File: config.mk
export PLATFORM = sky130hd
export DESIGN_NAME = id_scoreboard
export DESIGN_NICKNAME = d
export VERILOG_FILES = /design/src/rtl/id_scoreboard.sv
export SDC_FILE = /design/constraint.sdc
export NUM_CORES = 1
export LEC_CHECK = 0
export CAP_MARGIN = 20
export CORE_UTILIZATION = 55
export CTS_CLUSTER_SIZE = 28
export DETAILED_ROUTE_END_ITERATION = 8
export PLACE_DENSITY_LB_ADDON = 0.08
export SLEW_MARGIN = 20
export SYNTH_ARGS = -nofsm -noshare
export SYNTH_HDL_FRONTEND = slang
export SYNTH_SLANG_ARGS = --single-unit
File: constraint.sdc
create_clock -name clk -period 9.55 [get_ports clk]
set_clock_uncertainty 0.2 [all_clocks]
set_input_delay 1.4325 -clock clk [delete_from_list [all_inputs] [get_ports clk]]
set_output_delay 1.4325 -clock clk [all_outputs]
set_load 0.02 [all_outputs]
File: src/rtl/id_scoreboard.sv
// id_scoreboard
//   Decode-stage register scoreboard. Each architectural register (except r0)
//   has a small counter of outstanding writes. The ID instruction's sources
//   are stalled while their counter is nonzero. The ID instruction's
//   destination is stalled while its counter is saturated. Issue events
//   increment the counters and WB retire events decrement them.
//
//   Optional feature macro: SB_WB_BYPASS_EN
//     When defined, a source whose counter is 1 and which is being retired in
//     the same cycle is reported not busy, because ID takes the WB-forwarded
//     value.
//
// Ports
//   clk, resetn      clock, asynchronous active-low reset
//   src_addr/used    NUM_SRC source addresses (port i at [i*AW +: AW]) and use flags
//   id_dest/id_we    destination of the ID instruction
//   issue_valid      ID instruction leaves ID this cycle
//   wb_valid/dest    register write in WB this cycle
//   flush            clear all in-flight tracking at the next edge
//   src_busy         per-source outstanding-write indication (combinational)
//   dest_full        id_we and the destination counter is saturated
//   ready_go         no used source busy and not dest_full
//   inflight_total   saturating count of tracked outstanding writes
//   err_overflow     sticky: issue attempted on a saturated counter
//   err_underflow    sticky: retire seen on a zero counter
module id_scoreboard #(
  parameter int NUM_REGS = 32,
  parameter int AW       = 5,
  parameter int NUM_SRC  = 2,
  parameter int CNT_W    = 2,
  parameter int TOT_W    = 4
) (
  input  logic                  clk,
  input  logic                  resetn,
  input  logic [NUM_SRC*AW-1:0] src_addr,
  input  logic [NUM_SRC-1:0]    src_used,
  input  logic [AW-1:0]         id_dest,
  input  logic                  id_we,
  input  logic                  issue_valid,
  input  logic                  wb_valid,
  input  logic [AW-1:0]         wb_dest,
  input  logic                  flush,
  output logic [NUM_SRC-1:0]    src_busy,
  output logic                  dest_full,
  output logic                  ready_go,
  output logic [TOT_W-1:0]      inflight_total,
  output logic                  err_overflow,
  output logic                  err_underflow
);

  localparam logic [CNT_W-1:0] CNT_MAX = {CNT_W{1'b1}};
  localparam logic [CNT_W-1:0] CNT_ONE = {{(CNT_W-1){1'b0}}, 1'b1};
  localparam logic [TOT_W-1:0] TOT_MAX = {TOT_W{1'b1}};
  localparam logic [TOT_W-1:0] TOT_ONE = {{(TOT_W-1){1'b0}}, 1'b1};

  logic [CNT_W-1:0] cnt_reg  [NUM_REGS];
  logic [CNT_W-1:0] cnt_next [NUM_REGS];
  logic [TOT_W-1:0] total_reg, total_next;
  logic             err_ovf_reg, err_udf_reg;

  logic [CNT_W-1:0] id_cnt, wb_cnt;
  logic issue_try, retire_try, same_reg;
  logic do_inc, do_dec, ovf_evt, udf_evt;

  assign id_cnt = cnt_reg[id_dest];
  assign wb_cnt = cnt_reg[wb_dest];

  assign dest_full  = id_we && (id_cnt == CNT_MAX);
  assign issue_try  = issue_valid && id_we && (id_dest != '0);
  assign retire_try = wb_valid && (wb_dest != '0);
  // Issue and retire to the same register cancel out. Neither one is checked
  // against the counter limits in that case.
  assign same_reg   = issue_try && retire_try && (id_dest == wb_dest);

  assign do_inc  = issue_try && !dest_full && !same_reg;
  assign do_dec  = retire_try && (wb_cnt != '0) && !same_reg;
  assign ovf_evt = issue_try && dest_full && !same_reg;
  assign udf_evt = retire_try && (wb_cnt == '0) && !same_reg;

  // Source busy checks
  generate
    for (genvar gi = 0; gi < NUM_SRC; gi++) begin : g_src
      logic [AW-1:0]    addr;
      logic [CNT_W-1:0] cnt;
      assign addr = src_addr[gi*AW +: AW];
      assign cnt  = cnt_reg[addr];
`ifdef SB_WB_BYPASS_EN
      // The last outstanding write retiring now is forwarded from WB.
      assign src_busy[gi] = src_used[gi] && (addr != '0) && (cnt != '0) &&
                            !((cnt == CNT_ONE) && retire_try && (wb_dest == addr));
`else
      assign src_busy[gi] = src_used[gi] && (addr != '0) && (cnt != '0);
`endif
    end
  endgenerate

  assign ready_go = ~|src_busy && !dest_full;

  // Per-register next-state; r0 is hard-wired to zero
  generate
    for (genvar gi = 0; gi < NUM_REGS; gi++) begin : g_cnt
      if (gi == 0) begin : g_zero
        assign cnt_next[gi] = '0;
      end else begin : g_track
        assign cnt_next[gi] = flush ? '0 :
                              (do_inc && (id_dest == AW'(gi))) ? cnt_reg[gi] + CNT_ONE :
                              (do_dec && (wb_dest == AW'(gi))) ? cnt_reg[gi] - CNT_ONE :
                              cnt_reg[gi];
      end
    end
  endgenerate

  always_comb begin
    total_next = total_reg;
    if (flush) begin
      total_next = '0;
    end else if (do_inc && !do_dec) begin
      if (total_reg != TOT_MAX) total_next = total_reg + TOT_ONE;
    end else if (do_dec && !do_inc) begin
      if (total_reg != '0) total_next = total_reg - TOT_ONE;
    end
  end

  always_ff @(posedge clk or negedge resetn) begin
    if (!resetn) begin
      for (int i = 0; i < NUM_REGS; i++) cnt_reg[i] <= '0;
      total_reg   <= '0;
      err_ovf_reg <= 1'b0;
      err_udf_reg <= 1'b0;
    end else begin
      for (int i = 0; i < NUM_REGS; i++) cnt_reg[i] <= cnt_next[i];
      total_reg   <= total_next;
      // Flush suppresses the concurrent events, so they cannot raise errors.
      // Flush does not clear errors that are already set.
      err_ovf_reg <= err_ovf_reg | (ovf_evt && !flush);
      err_udf_reg <= err_udf_reg | (udf_evt && !flush);
    end
  end

  assign inflight_total = total_reg;
  assign err_overflow   = err_ovf_reg;
  assign err_underflow  = err_udf_reg;

endmodule

Yosys cells after proc, flatten, opt, wreduce, memory -nomap -nowiden

Cells that the tools add are included.

Add/sub/neg operators: 64
Magnitude comparators: 4
Equality and inequality tests: 66
Multiplexer cells: 110
Bitwise gates (word level): 6
Reductions and logical operators: 135

Operators by type and width:

| operator                                                                | number |
|---|---|
| 2-bit 2-to-1 mux                                                        | 101 |
| 5-bit == test, second input constant                                    | 32 |
| 3-bit nonzero test                                                      | 33 |
| 1-bit logical AND                                                       | 85 |
| 5-bit by 4-bit == test with 1-bit output, second input constant         | 16 |
| 2-bit by 1-bit adder with 2-bit output, second input constant           | 31 |
| 2-bit by 1-bit subtractor with 2-bit output, second input constant      | 31 |
| 2-bit binary-select mux with 5-bit select                               | 4 |
| 5-bit by 3-bit == test with 1-bit output, second input constant         | 8 |
| 6-bit greater-or-equal comparator, second input constant                | 4 |
| 5-bit inverter with 6-bit output                                        | 4 |
| 5-bit by 2-bit == test with 1-bit output, second input constant         | 4 |
| 4-bit 2-to-1 mux                                                        | 5 |
| 5-bit nonzero test                                                      | 4 |
| 5-bit by 1-bit == test with 1-bit output, second input constant         | 2 |
| 1-bit zero test                                                         | 6 |
| 2-bit nonzero test                                                      | 3 |
| 5-bit == test                                                           | 1 |
| 4-bit by 1-bit adder with 4-bit output, second input constant           | 1 |
| 4-bit inequality test, second input constant                            | 1 |
| 4-bit nonzero test                                                      | 1 |
| 4-bit by 1-bit subtractor with 4-bit output, second input constant      | 1 |
| 3-bit by 2-bit inequality test with 1-bit output, second input constant | 1 |
| 3-bit AND reduction                                                     | 1 |
| 4 further kinds                                                         | 5 |

Register bits after elaboration: 68
Output and inout port bits: 10
Logic and storage cells: 419

Longest topological paths before layout

Depth in word-level cells: 14
Mapped depth: 18
Mapped depth without buffers: 13

Worst setup path before layout

Ideal clock, no wire load.

Kind: input to output
Start: input port id_dest[3]
End: output port ready_go
Data arrival time: 3.801 ns
Data required time: 7.917 ns
Setup slack: 4.116 ns
Cell stages on the path: 8
Cells stage by stage: buf_4 > inv_2 > mux4_2 > o221ai_2 > a31oi_2 > buf_2 > nor3b_1 > nor3_1

Longest elaborated chain between the ends: 8

Ends and longest elaborated chain:

| what                                                   | RTL line | RTL |
|---|---|---|
| from (decl)                                            | 37       | `input logic [AW-1:0] id_dest,` |
| 5-bit inverter with 6-bit output (not written as such) | 65       | `assign id_cnt = cnt_reg[id_dest];` |
| 2-bit binary-select mux with 5-bit select              | 65       |  |
| 2-bit 2-to-1 mux (not written as such) (2 in a row)    | 65       |  |
| 2-bit == test                                          | 68       | `assign dest_full = id_we && (id_cnt == CNT_MAX);` |
| 1-bit logical AND                                      | 68       |  |
| named net dest_full                                    | 44       | `output logic dest_full,` |
| 1-bit zero test                                        | 97       | `assign ready_go = ~\|src_busy && !dest_full;` |
| 1-bit logical AND                                      | 97       |  |
| to (decl)                                              | 45       | `output logic ready_go,` |

The timed path passes the listed nets, and every way through them passes these cells. The select of a mux whose other input is x is not followed.

Worst setup path after layout

Start: input port id_dest[0]
End: output port ready_go

Longest elaborated chain between the ends: 8

Ends and longest elaborated chain:

| what                                                   | RTL line |
|---|---|
| 5-bit inverter with 6-bit output (not written as such) | 65 |
| 2-bit binary-select mux with 5-bit select              | 65 |
| 2-bit 2-to-1 mux (not written as such) (2 in a row)    | 65 |
| 2-bit == test                                          | 68 |
| 1-bit logical AND                                      | 68 |
| 1-bit zero test                                        | 97 |
| 1-bit logical AND                                      | 97 |

No other way between the ends. The select of a mux whose other input is x is not followed.

==> summary.md <==
| Metric | Value |
|---|---|
| Status | `finished clean` |
| Syn avg cell area | `9.09 um2` |
| Clk pin slew, worst setup/hold paths | `0.08 ns` |
| Peak VDD IR | `0.0746 mV` |
| Congestion Overflow GR | `0` |
| Via Count | `between 5,000 and 6,000` |
| Number of nets in the layout | `roughly 670` |
| Drt drc | `0` |
| Post CTS Setup Buffer Count | `0` |
| CTS tree | `built` |
| Max Clk Rate | `148 MHz` |
| Initial antenna violation count | `0` |
| Avg Vias per Cell | `7.07` |
| Syn Inst Count | `635` |
| Hold-fix buffers, CTS | `0` |
| Synthesized flop and latch total | `about 70` |
| Drt wl/cell | `23.6 um` |
| Drt initial violations | `673` |
| CTS Buf Count | `9` |
| Relative slew margins | `37.1%` |
| Clk_lat worst skew | `roughly 0.37 ns` |
| Starting Density | `56.4%` |
| Final min period | `6.75 ns` |
| Share of cells above drive strength 1 | `13.9%` |
| RSZ-0062 raised after global routing | `false` |
| Area share of the largest cell type after synthesis | `roughly 30%` |
| Routed Antenna Nets | `0` |
| Hpwl dp | `12,700 um` |
| CP endpoint kind | `primary output` |
| Area added between synthesis and finish | `8.88%` |
| Setup_tns | `0 ns` |
| Crit path required time | `7.92 ns` |
| Ys flop type | `dfrtp_1` |
| Max reg flops | `62` |
| Post-synthesis cell type count | `83` |
| Leading area contributor after synthesis | `dfrtp_1` |
| Die height | `104 um` |
| Core ar. | `approximately 10,000 um2` |
| Arrival time at the worst endpoint | `5.12 ns` |
| Design Power | `approximately 750 uW` |
| First-pass GRT wire length | `29,400 um` |
| Endpoints failing hold | `0` |
| Main area contributors after synthesis | `dfrtp_1 (29%), mux4_2 (8.6%), mux2_1 (4.1%), nor2_1 (3.9%), nor2b_1 (3.1%)` |
| Die width | `104 um` |
| Top-Level Pins | `38` |
| Sequential share of the synthesized area | `29.5%` |
| Aggregate global-route resource usage | `35.0%` |
| Port bufs | `37` |
| DIE AREA | `between 10,000 and 15,000 um2` |
| Post-synth EDFFs | `0` |
| Post-CTS Resized | `0` |
| # clock sinks | `68` |
| Synth Cell Area | `5770 um2` |
| Fin crit share | `a little over two thirds` |
| Worst Slack Setup Final | `2.80 ns` |
| Pre-CTS setup slack | `~2.8 ns` |
| Max-Cap Viols | `0` |
| WHS | `0.260 ns` |
| Crit path max fanout | `21` |
| Clk buf depth | `2` |
| Clock root buffer | `clkbuf_8` |
| Hold Path Class | `register to register` |
| Synthesis Warnings | `0` |
| FP Rows | `37` |
| First-pass iteration count of the detailed router | `5` |
| Max Slew Vio Count | `0` |
| LEAKAGE | `~0.0024 uW` |
| H-Tree Depth | `3` |
| Syn Nets | `666` |
| Pwr Density | `119 nW/um2` |
| Async SR Flop Fraction | `100%` |
| Final setup fails | `0` |
| Fin util | `between 60 and 70%` |
| Crit Path Class | `input pin to primary output` |
| Largest net degree at the start of global routing | `88` |
| Number of global-route vias before repair | `5,259` |
| Worst-Margin Slew | `0.940 ns` |
| Gpl congestion | `0.980` |
| CP Launch Type | `input pin` |
| Final wirelength | `between 15,000 and 20,000 um` |
| # diodes | `0` |
-- layout make-up --
cell class                      count  area [um2]
Clock inverter                      5        83.8
Timing Repair Buffer               44         413
Fill cell                         888        3940
Inverter                           16        60.1
Multi-Input combinational cell    496        3710
Sequential cell                    68        1700
Clock buffer                       11         151
Tap cell                          136         170
-- logic make-up (layout without fill, tap and decap cells) --
family / after synthesis / count (layout) / synth area share [%]
adders and majority gates: 3 / 3 / 0.780
buffers and inverters: 71 / 76 / 6.33
xor gates and xnor gates: 7 / 7 / 1.06
muxes: 64 / 64 / 16.7
and+or+nand+nor: 256 / 256 / 23.5
AOI/OAI and AO/OA: 166 / 166 / 22.2
DFF: 68 / 68 / 29.5
-- power by group --
group          switching [uW]  internal (uW)
Combinational             104           60.5
Clock                     125            162
Sequential               7.32            293
Total                     235            515
-- worst paths after layout --
kind / endpoint / depth (start not counted) / slack (ns) / from
min in group asynchronous: cnt_reg[29] / 2 / 1.04 / resetn
max: ready_go / 8 / 2.80 / id_dest[0]
min reg2reg: err_overflow / 1 / 0.26 / err_overflow
min: err_overflow / 1 / 0.26 / err_overflow
max reg2reg: inflight_total[3] / 14 / 5.37 / cnt_reg[32]
max in group asynchronous: err_overflow / 2 / 7.47 / resetn
-- per-stage QoR --
step                      instances  cell area, um2
after detailed placement        760            6050
final                           776            6290
after CTS                       776            6290
after global placement          760            6050
after floorplan                 635            5770
after global routing            776            6290
-- synthesized netlist by cell type (all sizes together) (14+ instances only) --
| cell type | n |
|---|---|
| or2 | 14 |
| nand2 | 41 |
| nor2b | 29 |
| mux2i | 17 |
| o21ai | 25 |
| inv | 16 |
| buf | 26 |
| a21oi | 29 |
| nor3 | 35 |
| nand2b | 14 |
| clkbuf | 29 |
| mux4 | 22 |
| nor2 | 60 |
| dfrtp | 68 |
| o31ai | 17 |
| nor4 | 26 |
| mux2 | 25 |
| a31oi | 16 |
-- per-layer routing --
layer / vias to the layer above / track usage (%) / part of all wire [%]
met5: - / 0 / 0
met4: 0 / 15.7 / 3.3
met3: 55 / 7.33 / 11
met2: 327 / 52.0 / 44
met1: 2687 / 49.0 / 42
li1: 2421 / - / -
-- critical path, stage by stage --
cell,delay [ns]
clkdlybuf4s50_1,1.08
mux4_2,0.60
nor2_1,0.12
a31oi_1,0.10
a31oi_2,0.66
nor3b_1,0.22
nor3_1,0.26
clkdlybuf4s50_1,0.64
-- cells in the final DEF (no fill, tap or decap), types with 4 or more instances in the layout --
cell type and n:
mux2i_1 16, clkbuf_8 11, nand2b_1 13, mux2_1 21, inv_1 15, dfrtp_1 68, nor2_1 60, or2_1 4
nor3b_1 4, xor2_1 6, nand3_1 11, a21oi_1 29, a211oi_1 10, nor3_1 31, a31oi_1 14, o21ai_0 20
buf_4 7, o32ai_1 12, nor2b_1 29, nor4_1 25, clkdlybuf4s50_1 35, o311ai_0 7, or2_2 9, and3_1 10
o41ai_1 6, nand2_1 41, o31ai_2 4, o31ai_1 12, mux4_2 22
Power figures use the tool's default switching activity.
